==> src/rtl/mc_ctrl_pkg.sv <==
// Shared encodings for the multi-cycle MIPS control unit:
// opcodes, ALU control codes, FSM states and the control word.
package mc_ctrl_pkg;

    localparam logic [5:0] OP_RTYPE = 6'h00;
    localparam logic [5:0] OP_J     = 6'h02;
    localparam logic [5:0] OP_BEQ   = 6'h04;
    localparam logic [5:0] OP_LW    = 6'h23;
    localparam logic [5:0] OP_SW    = 6'h2B;

    localparam logic [7:0] ALUOP_ADD   = 8'h08;
    localparam logic [7:0] ALUOP_ADDI  = 8'h09;
    localparam logic [7:0] ALUOP_SLT   = 8'h2A;
    localparam logic [7:0] ALUOP_SLTU  = 8'h2B;
    localparam logic [7:0] ALUOP_AND   = 8'h59;
    localparam logic [7:0] ALUOP_OR    = 8'h5A;
    localparam logic [7:0] ALUOP_XOR   = 8'h5B;
    localparam logic [7:0] ALUOP_LUI   = 8'h5C;
    localparam logic [7:0] ALUOP_FUNCT = 8'h02;
    localparam logic [7:0] ALUOP_ADDU  = 8'h21;
    localparam logic [7:0] ALUOP_SUBU  = 8'h23;

    typedef enum logic [3:0] {
        S_FETCH   = 4'd0,
        S_DECODE  = 4'd1,
        S_MEMADR  = 4'd2,
        S_MEMRD   = 4'd3,
        S_MEMWB   = 4'd4,
        S_MEMWR   = 4'd5,
        S_REXEC   = 4'd6,
        S_RWB     = 4'd7,
        S_IEXEC   = 4'd8,
        S_IWB     = 4'd9,
        S_BEQ     = 4'd10,
        S_JUMP    = 4'd11,
        S_ILLEGAL = 4'd12
    } state_t;

    typedef enum logic [2:0] {
        C_MEM, C_RTYPE, C_ITYPE, C_BEQ, C_J, C_BAD
    } iclass_t;

    typedef struct packed {
        logic       memread;
        logic       memwrite;
        logic       iord;
        logic       irwrite;
        logic       pcwrite;
        logic       branch;
        logic [1:0] pcsrc;
        logic       alusrca;
        logic [1:0] alusrcb;
        logic [7:0] aluop;
        logic       regdst;
        logic       memtoreg;
        logic       regwrite;
        logic       illegal;
    } ctrl_t;

    // I-type opcodes 001000..001111 index this table by op[2:0]
    function automatic logic [7:0] itype_aluop(input logic [2:0] f);
        logic [7:0] r;
        unique case (f)
            3'd0:    r = ALUOP_ADD;
            3'd1:    r = ALUOP_ADDI;
            3'd2:    r = ALUOP_SLT;
            3'd3:    r = ALUOP_SLTU;
            3'd4:    r = ALUOP_AND;
            3'd5:    r = ALUOP_OR;
            3'd6:    r = ALUOP_XOR;
            default: r = ALUOP_LUI;
        endcase
        return r;
    endfunction

endpackage

==> src/rtl/mc_ctrl_if.sv <==
// Control-unit to datapath/memory bundle: opcode and memory
// handshake in, per-state control word out.
interface mc_ctrl_if;
    logic [5:0] op;
    logic       mem_ready;
    logic       memread;
    logic       memwrite;
    logic       iord;
    logic       irwrite;
    logic       pcwrite;
    logic       branch;
    logic [1:0] pcsrc;
    logic       alusrca;
    logic [1:0] alusrcb;
    logic [7:0] aluop;
    logic       regdst;
    logic       memtoreg;
    logic       regwrite;
    logic       illegal;

    modport master (
        input  op, mem_ready,
        output memread, memwrite, iord, irwrite, pcwrite,
        output branch, pcsrc, alusrca, alusrcb, aluop,
        output regdst, memtoreg, regwrite, illegal
    );

    modport slave (
        output op, mem_ready,
        input  memread, memwrite, iord, irwrite, pcwrite,
        input  branch, pcsrc, alusrca, alusrcb, aluop,
        input  regdst, memtoreg, regwrite, illegal
    );
endinterface

==> src/rtl/mc_ctrl_opdec.sv <==
// Opcode classifier: instruction class, store flag and the
// ALU code used by I-type execute.
module mc_opdec
    import mc_ctrl_pkg::*;
(
    input  logic [5:0] op,
    output iclass_t    cls,
    output logic       is_store,
    output logic [7:0] ialuop
);

    always_comb begin
        cls      = C_BAD;
        is_store = 1'b0;
        ialuop   = itype_aluop(op[2:0]);
        unique case (1'b1)
            (op == OP_LW):     cls = C_MEM;
            (op == OP_SW): begin
                cls      = C_MEM;
                is_store = 1'b1;
            end
            (op == OP_RTYPE):  cls = C_RTYPE;
            (op == OP_BEQ):    cls = C_BEQ;
            (op == OP_J):      cls = C_J;
            (op[5:3] == 3'b001): cls = C_ITYPE;
            default: ;
        endcase
    end

endmodule

==> src/rtl/mc_ctrl.sv <==
// Multi-cycle MIPS control FSM: per-state control words,
// memory-ready stalls and a retired-instruction counter.
module mc_ctrl
    import mc_ctrl_pkg::*;
#(
    parameter int CNT_W = 32
) (
    input  logic             clk,
    input  logic             rst,
    mc_ctrl_if.master        bus,
    output logic [CNT_W-1:0] instret,
    output logic [3:0]       state
);

    state_t     cur;
    state_t     nxt;
    iclass_t    cls;
    logic       is_store;
    logic [7:0] ialuop;
    ctrl_t      c;
    ctrl_t      o;
    logic       retire;
    logic [CNT_W-1:0] cnt;

    mc_opdec u_opdec (
        .op       (bus.op),
        .cls      (cls),
        .is_store (is_store),
        .ialuop   (ialuop)
    );

    always_ff @(posedge clk or posedge rst) begin
        if (rst) cur <= S_FETCH;
        else     cur <= nxt;
    end

    always_ff @(posedge clk or posedge rst) begin
        if (rst)         cnt <= '0;
        else if (retire) cnt <= cnt + 1'b1;
    end

    always_comb begin
        nxt    = S_FETCH;
        c      = '0;
        retire = 1'b0;
        unique case (cur)
            S_FETCH: begin
                c.memread = 1'b1;
                c.alusrcb = 2'b01;
                c.aluop   = ALUOP_ADDU;
                c.irwrite = bus.mem_ready;
                c.pcwrite = bus.mem_ready;
                nxt = bus.mem_ready ? S_DECODE : S_FETCH;
            end
            S_DECODE: begin
                c.alusrcb = 2'b11;
                c.aluop   = ALUOP_ADDU;
                unique case (cls)
                    C_MEM:   nxt = S_MEMADR;
                    C_RTYPE: nxt = S_REXEC;
                    C_ITYPE: nxt = S_IEXEC;
                    C_BEQ:   nxt = S_BEQ;
                    C_J:     nxt = S_JUMP;
                    default: nxt = S_ILLEGAL;
                endcase
            end
            S_MEMADR: begin
                c.alusrca = 1'b1;
                c.alusrcb = 2'b10;
                c.aluop   = ALUOP_ADDU;
                nxt = is_store ? S_MEMWR : S_MEMRD;
            end
            S_MEMRD: begin
                c.memread = 1'b1;
                c.iord    = 1'b1;
                nxt = bus.mem_ready ? S_MEMWB : S_MEMRD;
            end
            S_MEMWB: begin
                c.regwrite = 1'b1;
                c.memtoreg = 1'b1;
                retire     = 1'b1;
            end
            S_MEMWR: begin
                c.memwrite = 1'b1;
                c.iord     = 1'b1;
                nxt    = bus.mem_ready ? S_FETCH : S_MEMWR;
                retire = bus.mem_ready;
            end
            S_REXEC: begin
                c.alusrca = 1'b1;
                c.aluop   = ALUOP_FUNCT;
                nxt = S_RWB;
            end
            S_RWB: begin
                c.regwrite = 1'b1;
                c.regdst   = 1'b1;
                retire     = 1'b1;
            end
            S_IEXEC: begin
                c.alusrca = 1'b1;
                c.alusrcb = 2'b10;
                c.aluop   = ialuop;
                nxt = S_IWB;
            end
            S_IWB: begin
                c.regwrite = 1'b1;
                retire     = 1'b1;
            end
            S_BEQ: begin
                c.alusrca = 1'b1;
                c.aluop   = ALUOP_SUBU;
                c.pcsrc   = 2'b01;
                c.branch  = 1'b1;
                retire    = 1'b1;
            end
            S_JUMP: begin
                c.pcsrc   = 2'b10;
                c.pcwrite = 1'b1;
                retire    = 1'b1;
            end
            S_ILLEGAL: c.illegal = 1'b1;
            default: ;
        endcase
    end

    // Reset forces the whole control word quiet, even FETCH's memread
    assign o = rst ? '0 : c;

    assign bus.memread  = o.memread;
    assign bus.memwrite = o.memwrite;
    assign bus.iord     = o.iord;
    assign bus.irwrite  = o.irwrite;
    assign bus.pcwrite  = o.pcwrite;
    assign bus.branch   = o.branch;
    assign bus.pcsrc    = o.pcsrc;
    assign bus.alusrca  = o.alusrca;
    assign bus.alusrcb  = o.alusrcb;
    assign bus.aluop    = o.aluop;
    assign bus.regdst   = o.regdst;
    assign bus.memtoreg = o.memtoreg;
    assign bus.regwrite = o.regwrite;
    assign bus.illegal  = o.illegal;

    assign instret = cnt;
    assign state   = cur;

endmodule

==> src/flat_wrapper.sv <==
// flat-port wrapper written by rule: the top's interface ports become plain ports
module mc_ctrl_flat import mc_ctrl_pkg::*;
#(
    parameter int CNT_W = 32
)
  (clk, rst, instret, state, bus_op, bus_mem_ready, bus_memread, bus_memwrite, bus_iord, bus_irwrite, bus_pcwrite, bus_branch, bus_pcsrc, bus_alusrca, bus_alusrcb, bus_aluop, bus_regdst, bus_memtoreg, bus_regwrite, bus_illegal);
  mc_ctrl_if bus_i ();
  input  logic clk;
  input  logic rst;
  output logic [CNT_W-1:0] instret;
  output logic [3:0] state;
  input wire logic [$bits(bus_i.op)-1:0] bus_op;
  input wire logic [$bits(bus_i.mem_ready)-1:0] bus_mem_ready;
  output wire logic [$bits(bus_i.memread)-1:0] bus_memread;
  output wire logic [$bits(bus_i.memwrite)-1:0] bus_memwrite;
  output wire logic [$bits(bus_i.iord)-1:0] bus_iord;
  output wire logic [$bits(bus_i.irwrite)-1:0] bus_irwrite;
  output wire logic [$bits(bus_i.pcwrite)-1:0] bus_pcwrite;
  output wire logic [$bits(bus_i.branch)-1:0] bus_branch;
  output wire logic [$bits(bus_i.pcsrc)-1:0] bus_pcsrc;
  output wire logic [$bits(bus_i.alusrca)-1:0] bus_alusrca;
  output wire logic [$bits(bus_i.alusrcb)-1:0] bus_alusrcb;
  output wire logic [$bits(bus_i.aluop)-1:0] bus_aluop;
  output wire logic [$bits(bus_i.regdst)-1:0] bus_regdst;
  output wire logic [$bits(bus_i.memtoreg)-1:0] bus_memtoreg;
  output wire logic [$bits(bus_i.regwrite)-1:0] bus_regwrite;
  output wire logic [$bits(bus_i.illegal)-1:0] bus_illegal;
  assign bus_i.op = bus_op;
  assign bus_i.mem_ready = bus_mem_ready;
  assign bus_memread = bus_i.memread;
  assign bus_memwrite = bus_i.memwrite;
  assign bus_iord = bus_i.iord;
  assign bus_irwrite = bus_i.irwrite;
  assign bus_pcwrite = bus_i.pcwrite;
  assign bus_branch = bus_i.branch;
  assign bus_pcsrc = bus_i.pcsrc;
  assign bus_alusrca = bus_i.alusrca;
  assign bus_alusrcb = bus_i.alusrcb;
  assign bus_aluop = bus_i.aluop;
  assign bus_regdst = bus_i.regdst;
  assign bus_memtoreg = bus_i.memtoreg;
  assign bus_regwrite = bus_i.regwrite;
  assign bus_illegal = bus_i.illegal;
  mc_ctrl #(.CNT_W(CNT_W)) u_core (.clk(clk), .rst(rst), .bus(bus_i), .instret(instret), .state(state));
endmodule
==> config.mk <==
export PLATFORM = sky130hd
export DESIGN_NAME = mc_ctrl_flat
export DESIGN_NICKNAME = d
export VERILOG_FILES = /design/src/rtl/mc_ctrl_pkg.sv /design/src/rtl/mc_ctrl_if.sv /design/src/rtl/mc_ctrl_opdec.sv /design/src/rtl/mc_ctrl.sv /design/src/flat_wrapper.sv
export SDC_FILE = /design/constraint.sdc
export NUM_CORES = 1
export LEC_CHECK = 0
export BUFFER_PORTS_ARGS = -buffer_cell sky130_fd_sc_hd__buf_4
export CORE_MARGIN = 2
export CORE_UTILIZATION = 29
export DETAILED_ROUTE_END_ITERATION = 8
export PLACE_DENSITY = 0.53
export SLEW_MARGIN = 20
export SYNTH_ARGS = -nofsm -noshare
export SYNTH_HDL_FRONTEND = slang
export SYNTH_HIERARCHICAL = 1
export SYNTH_SLANG_ARGS = --single-unit
==> constraint.sdc <==
create_clock -name clk -period 2.7 [get_ports clk]
set_clock_uncertainty 0.1 [all_clocks]
set_input_delay 0 -clock clk [delete_from_list [all_inputs] [get_ports clk]]
set_output_delay 0 -clock clk [all_outputs]
set_load 0.01 [all_outputs]
# Word-level counts from Yosys, hierarchy flattened
# Index checks and enable logic that the tools add are counted.
# totals
ff_bits,36
elab_cells,67
output_inout_bits,59
# op_classes
add_sub_neg,1
muxes,25
n_eq_ne,27
n_reduce_logical,12
# ops
op,n
7-bit case mux with 7 select lines,1
"32-bit by 1-bit adder with 32-bit output, second input constant",1
4-bit case mux with 7 select lines,1
7-bit case mux with 4 select lines,1
23-bit 2-to-1 mux,1
"4-bit == test, second input constant",5
4-bit case mux with 5 select lines,1
"4-bit by 3-bit == test with 1-bit output, second input constant",4
3-bit case mux with 5 select lines,1
"3-bit by 2-bit == test with 1-bit output, second input constant",4
"3-bit == test, second input constant",4
"6-bit == test, second input constant",2
1-bit 2-to-1 mux,12
"3-bit by 1-bit == test with 1-bit output, second input constant",3
3-bit 2-to-1 mux,3
"4-bit by 2-bit == test with 1-bit output, second input constant",2
2-bit OR reduction,4
"6-bit by 2-bit == test with 1-bit output, second input constant",1
"6-bit by 3-bit == test with 1-bit output, second input constant",1
3-bit logical NOT,2
6-bit logical NOT,1
2-bit case mux with 3 select lines,1
3-bit OR reduction,2
5-bit OR reduction,1
5 further kinds,6

# Longest topological paths before layout
# logic_depth
depth_word,6
depth_mapped,8
mapped_depth_nobuf,7

# Modules after synthesis
# The synthesis kept the hierarchy.
# by_module_without_submodules
module,cells_each,n_inst,seq_area_each_um2,area_each_um2
mc_ctrl,215,1,900.9,2059.5
mc_opdec,23,1,0.0,157.7

# Worst setup path after synthesis
# Ideal clock, no wire load.
# synth_path
path_kind,register -> register
start,"register u_core.cnt[0], in the netlist u_core/instret[0]"
end,"register u_core.cnt[28], in the netlist u_core/instret[28]"
synth_period_minus_slack_ps,2050
arrival_time_ps,1824
stages_incl_launch_ff,7
required_ps,2474
slack_ps,650
path_cell_list,dfrtp_1 -> ha_1 -> nand4_1 -> or3_1 -> nor4_2 -> nand3_1 -> xnor2_1
# synth_between
elab_chain_len,1
# synth_rtl
item,line_no,source
"start, declared",mc_ctrl.sv:23,logic [CNT_W-1:0] cnt;
"start signal, assigned",mc_ctrl.sv:39,else if (retire) cnt <= cnt + 1'b1;
32-bit by 1-bit adder with 32-bit output,mc_ctrl.sv:39,
# Every way passes these cells.
# A chain may end at the register's enable or synchronous reset.

# Final worst setup path
# layout_path
start,"register u_core.cur[0], in the netlist u_core/state[0]"
end,"register u_core.cnt[13], in the netlist u_core/instret[13]"
# layout_between
elab_chain_len,3
# layout_rtl
item,line_no,source
"start, declared",mc_ctrl.sv:15,state_t cur;
"start signal, assigned",mc_ctrl.sv:34,else cur <= nxt;
4-bit by 3-bit == test with 1-bit output or 4-bit == test (tied branches),mc_ctrl.sv:46,unique case (cur)
5-bit OR reduction (no line),-,
1-bit case mux with 2 select lines (*),mc_ctrl.sv:46,
# Every way passes the cells marked *; elsewhere a longest branch is shown, timed or not.

==> summary.txt <==
Synthesis
  • Flop and latch count out of synthesis: 36
  • Synth Warn #: 6
  • Cell Area, Synth: 2220 um^2
  • Distinct cells, synth: 50
  • Post-synthesis sequential area ratio: 0.406
  • Primary FF master, synth: dfrtp_1
  • Mapped Cells: 238
  • Post-synthesis average cell area: 9.32 um^2
  • Syn nets: 248
  • Synth async-reset ratio: 1.00
  • Post-synth EDFFs: 0

Clock network
  • Root Driver: clkbuf_8
  • Htree depth: 2
  • CTS Buf Count: 5
  • Clk buf depth: 2
  • Clock Sinks: 36
  • Skew-Pair Late Insertion Delay: 0.29 ns
  • Worst-path clk slew: 0.07 ns
  • Post-CTS Setup Inserts: 0
  • CTS tree: yes

Placement
  • IO Port Bufs: 66
  • Final HPWL DP: 3910 um
  • DP Worst Slack: 0.456 ns
  • Final GP Congestion: 0.762

Layout
  • Diodes inserted: 0
  • Layout Nets: 310
  • Layout area overhead: 31.8%
  • Share of cells above drive strength 1: 0.302

STA
  • Fmax: 447 MHz
  • Worst rel slew slack: 0.583
  • Total negative slack: 0 ns
  • Finish-stage setup viols: 0
  • Fin worst setup slack: 0.465 ns
  • RSZ-0062 raised after global routing: false
  • Fin crit period: 2.23 ns
  • Pins over their slew limit: 0
  • Final hold vios: 0
  • Period utilization: 0.828
  • Worst slew pin tran: 0.626 ns

Power and ir drop
  • Sequential Power Share: 0.353
  • Sw frac: 0.379
  • Net Sw Power: 0.000852 W
  • Clock power frac: 0.229
  • Power Dens Cells: 770 nW/um^2
  • Comb power frac: 0.418
  • Static Leak: 1.32 nW
  • Int Pwr: 0.00140 W
  • Worst IR Drop VDD: 272 uV

Worst setup path
  • FF-to-FF End: u_core/instret[13]$_DFFE_PP0P_
  • Crit end category: register
  • Critical Path RT: 2.81 ns
  • RR Startpoint: u_core/state[0]$_DFF_PP0_
  • CP max FO: 23
  • Beginning of the critical path: u_core/state[0]$_DFF_PP0_
  • Flop2flop setup slack: 0.47 ns
  • CP Data Arrival Time: 2.35 ns
  • Worst setup SP type: register
  • Critical path class: reg2reg
  • Reg2reg path depth: 6

Outcome
  • Status: finished clean

Route
  • Vias per cell: 4.71
  • Starting DRT DRC Count: 110
  • Drt first pass iters: 4
  • Avg WL per Cell: 13.1 um
  • Antenna viol nets, final: 0
  • Via Count: 1,885
  • Routed WL: 5250 um
  • DRC: 0

Global routing
  • Initial antenna violation count: 0
  • Gr ovfl total: 0
  • GRT Total Usage: 0.130
  • Vias in the first global route: 1,768
  • Largest net degree at the start of global routing: 27
  • First-pass GRT wire length: 8750 um

Floorplan
  • Number of top-level pins: 68
  • Row count: 31
  • Die area: 8360 um^2
  • Core area: 7330 um^2
  • Die Span Y: 91.4 um
  • Die W: 91.4 um
  • Initial Util: 0.302

Run
  • Max Cap Viol: 0

Hold path
  • Min-Delay Path Class: in2reg
  • Hold endpoint: u_core/state[1]$_DFF_PP0_
  • Hold Crit Start: bus_op[3]
  • Hold Path Cell Cnt: 6
## cell usage after synthesis (all sizes together), types with 3 or more instances
library cell  number  area share
dfrtp             36        0.41
xnor2             28        0.11
nand2             20       0.035
nor2              17       0.029
nand4             15       0.042
nor3              12       0.029
buf               10       0.029
xor2               8       0.032
clkbuf             7       0.012
nor4               7       0.032
inv                6       0.010
nand2b             6       0.017
nand3              6       0.014
o21ai              6       0.014
and2               5       0.014
and3               5       0.015
o22a               5       0.020
nor3b              4       0.014
a21oi              3      0.0068
and4               3       0.012
## how the worst max path moves through the flow
stage | end | slack, ns | cells after the start
after global routing | u_core/instret[13]$_DFFE_PP0P_ | 0.20 | 6
after detailed placement | u_core/instret[13]$_DFFE_PP0P_ | 0.46 | 6
after global placement | u_core/instret[13]$_DFFE_PP0P_ | 0.47 | 7
after floorplan | u_core/instret[28]$_DFFE_PP0P_ | 0.65 | 6
final | u_core/instret[13]$_DFFE_PP0P_ | 0.47 | 6
after CTS | u_core/instret[13]$_DFFE_PP0P_ | 0.44 | 6
## flip-flops by register name (all words and copies together) (netlist names)
signal,cells
u_core/state,4
u_core/instret,32
## critical path, stage by stage (launching register included)
cell,delay [ns]
dfrtp_1,0.74
nor2b_1,0.16
o32ai_1,0.31
buf_4,0.24
nand2_2,0.11
nor4_2,0.34
xor2_1,0.17
## cell families (layout without fill, tap and decap cells)
family | Yosys count | after routing | share of synthesized area
xor+xnor | 36 | 36 | 0.142
buf+inv | 23 | 86 | 0.0508
other cells | 2 | 2 | 0.00339
mux | 2 | 2 | 0.0102
fa+ha+maj | 1 | 1 | 0.00564
compound gates | 25 | 25 | 0.0801
flops | 36 | 36 | 0.406
simple gates | 113 | 113 | 0.301
## cell usage in the layout, fill, tap and decap left out, types with 3 or more instances in the layout
cell,instances
and2_1,5
and3_1,4
nor2_1,17
dfrtp_1,36
clkbuf_8,7
nor3b_1,4
nand3_1,6
and4_1,3
nor3_1,11
a21oi_1,3
inv_1,6
nand4_1,15
nand2_1,19
o22a_1,5
nor4_1,4
o21ai_0,6
xor2_1,8
xnor2_1,28
nand2b_1,6
buf_4,70
## cell type report
cell class	count	area (um^2)
fill	756	4410
multi-input combinational	179	1200
sequential	36	901
timing repair buffer	72	546
tap	99	124
clock buffer	7	96.3
clock inverter	1	30.0
inverter	6	22.5
## stage by stage
| stage | total power, W | util | cells | area [um^2] | hold WS [ns] |
|---|---|---|---|---|---|
| detailed placement | 0.00175 | 0.379 | 390 | 2780 | 0.0227 |
| global placement | 0.00175 | 0.379 | 390 | 2780 | 0.0200 |
| global route | 0.00241 | 0.399 | 400 | 2920 | 0.242 |
| floorplan | 0.00139 | - | 238 | 2220 | -0.0470 |
| CTS | 0.00228 | 0.399 | 400 | 2920 | 0.155 |
| finish | 0.00225 | 0.399 | 400 | 2920 | 0.167 |
## power groups by stage
| stage | logic (W) | clock network, W | registers [W] |
|---|---|---|---|
| after floorplan | 0.000667 | 0 | 0.000723 |
| after global placement | 0.000948 | 0 | 0.000799 |
| after detailed placement | 0.000943 | 0 | 0.000803 |
| after CTS | 0.000949 | 0.000536 | 0.000792 |
| after global routing | 0.00104 | 0.000560 | 0.000818 |
| final | 0.000940 | 0.000515 | 0.000795 |
## routing by layer
metal | global-route usage | vias to the layer above | routed length, um
li1 | - | 961 | -
met4 | 0.0429 | 0 | 22
met2 | 0.210 | 36 | 2610
met1 | 0.168 | 884 | 2410
met3 | 0.0332 | 4 | 204
met5 | 0 | - | 0
## what timing repair did
item | 4_1_cts | 5_1_grt
hold buffers | 2 | 0
hold endpoints to repair | 11 | 0
gates resized for setup | 0 | 0
(Power assumes the default switching activity.)
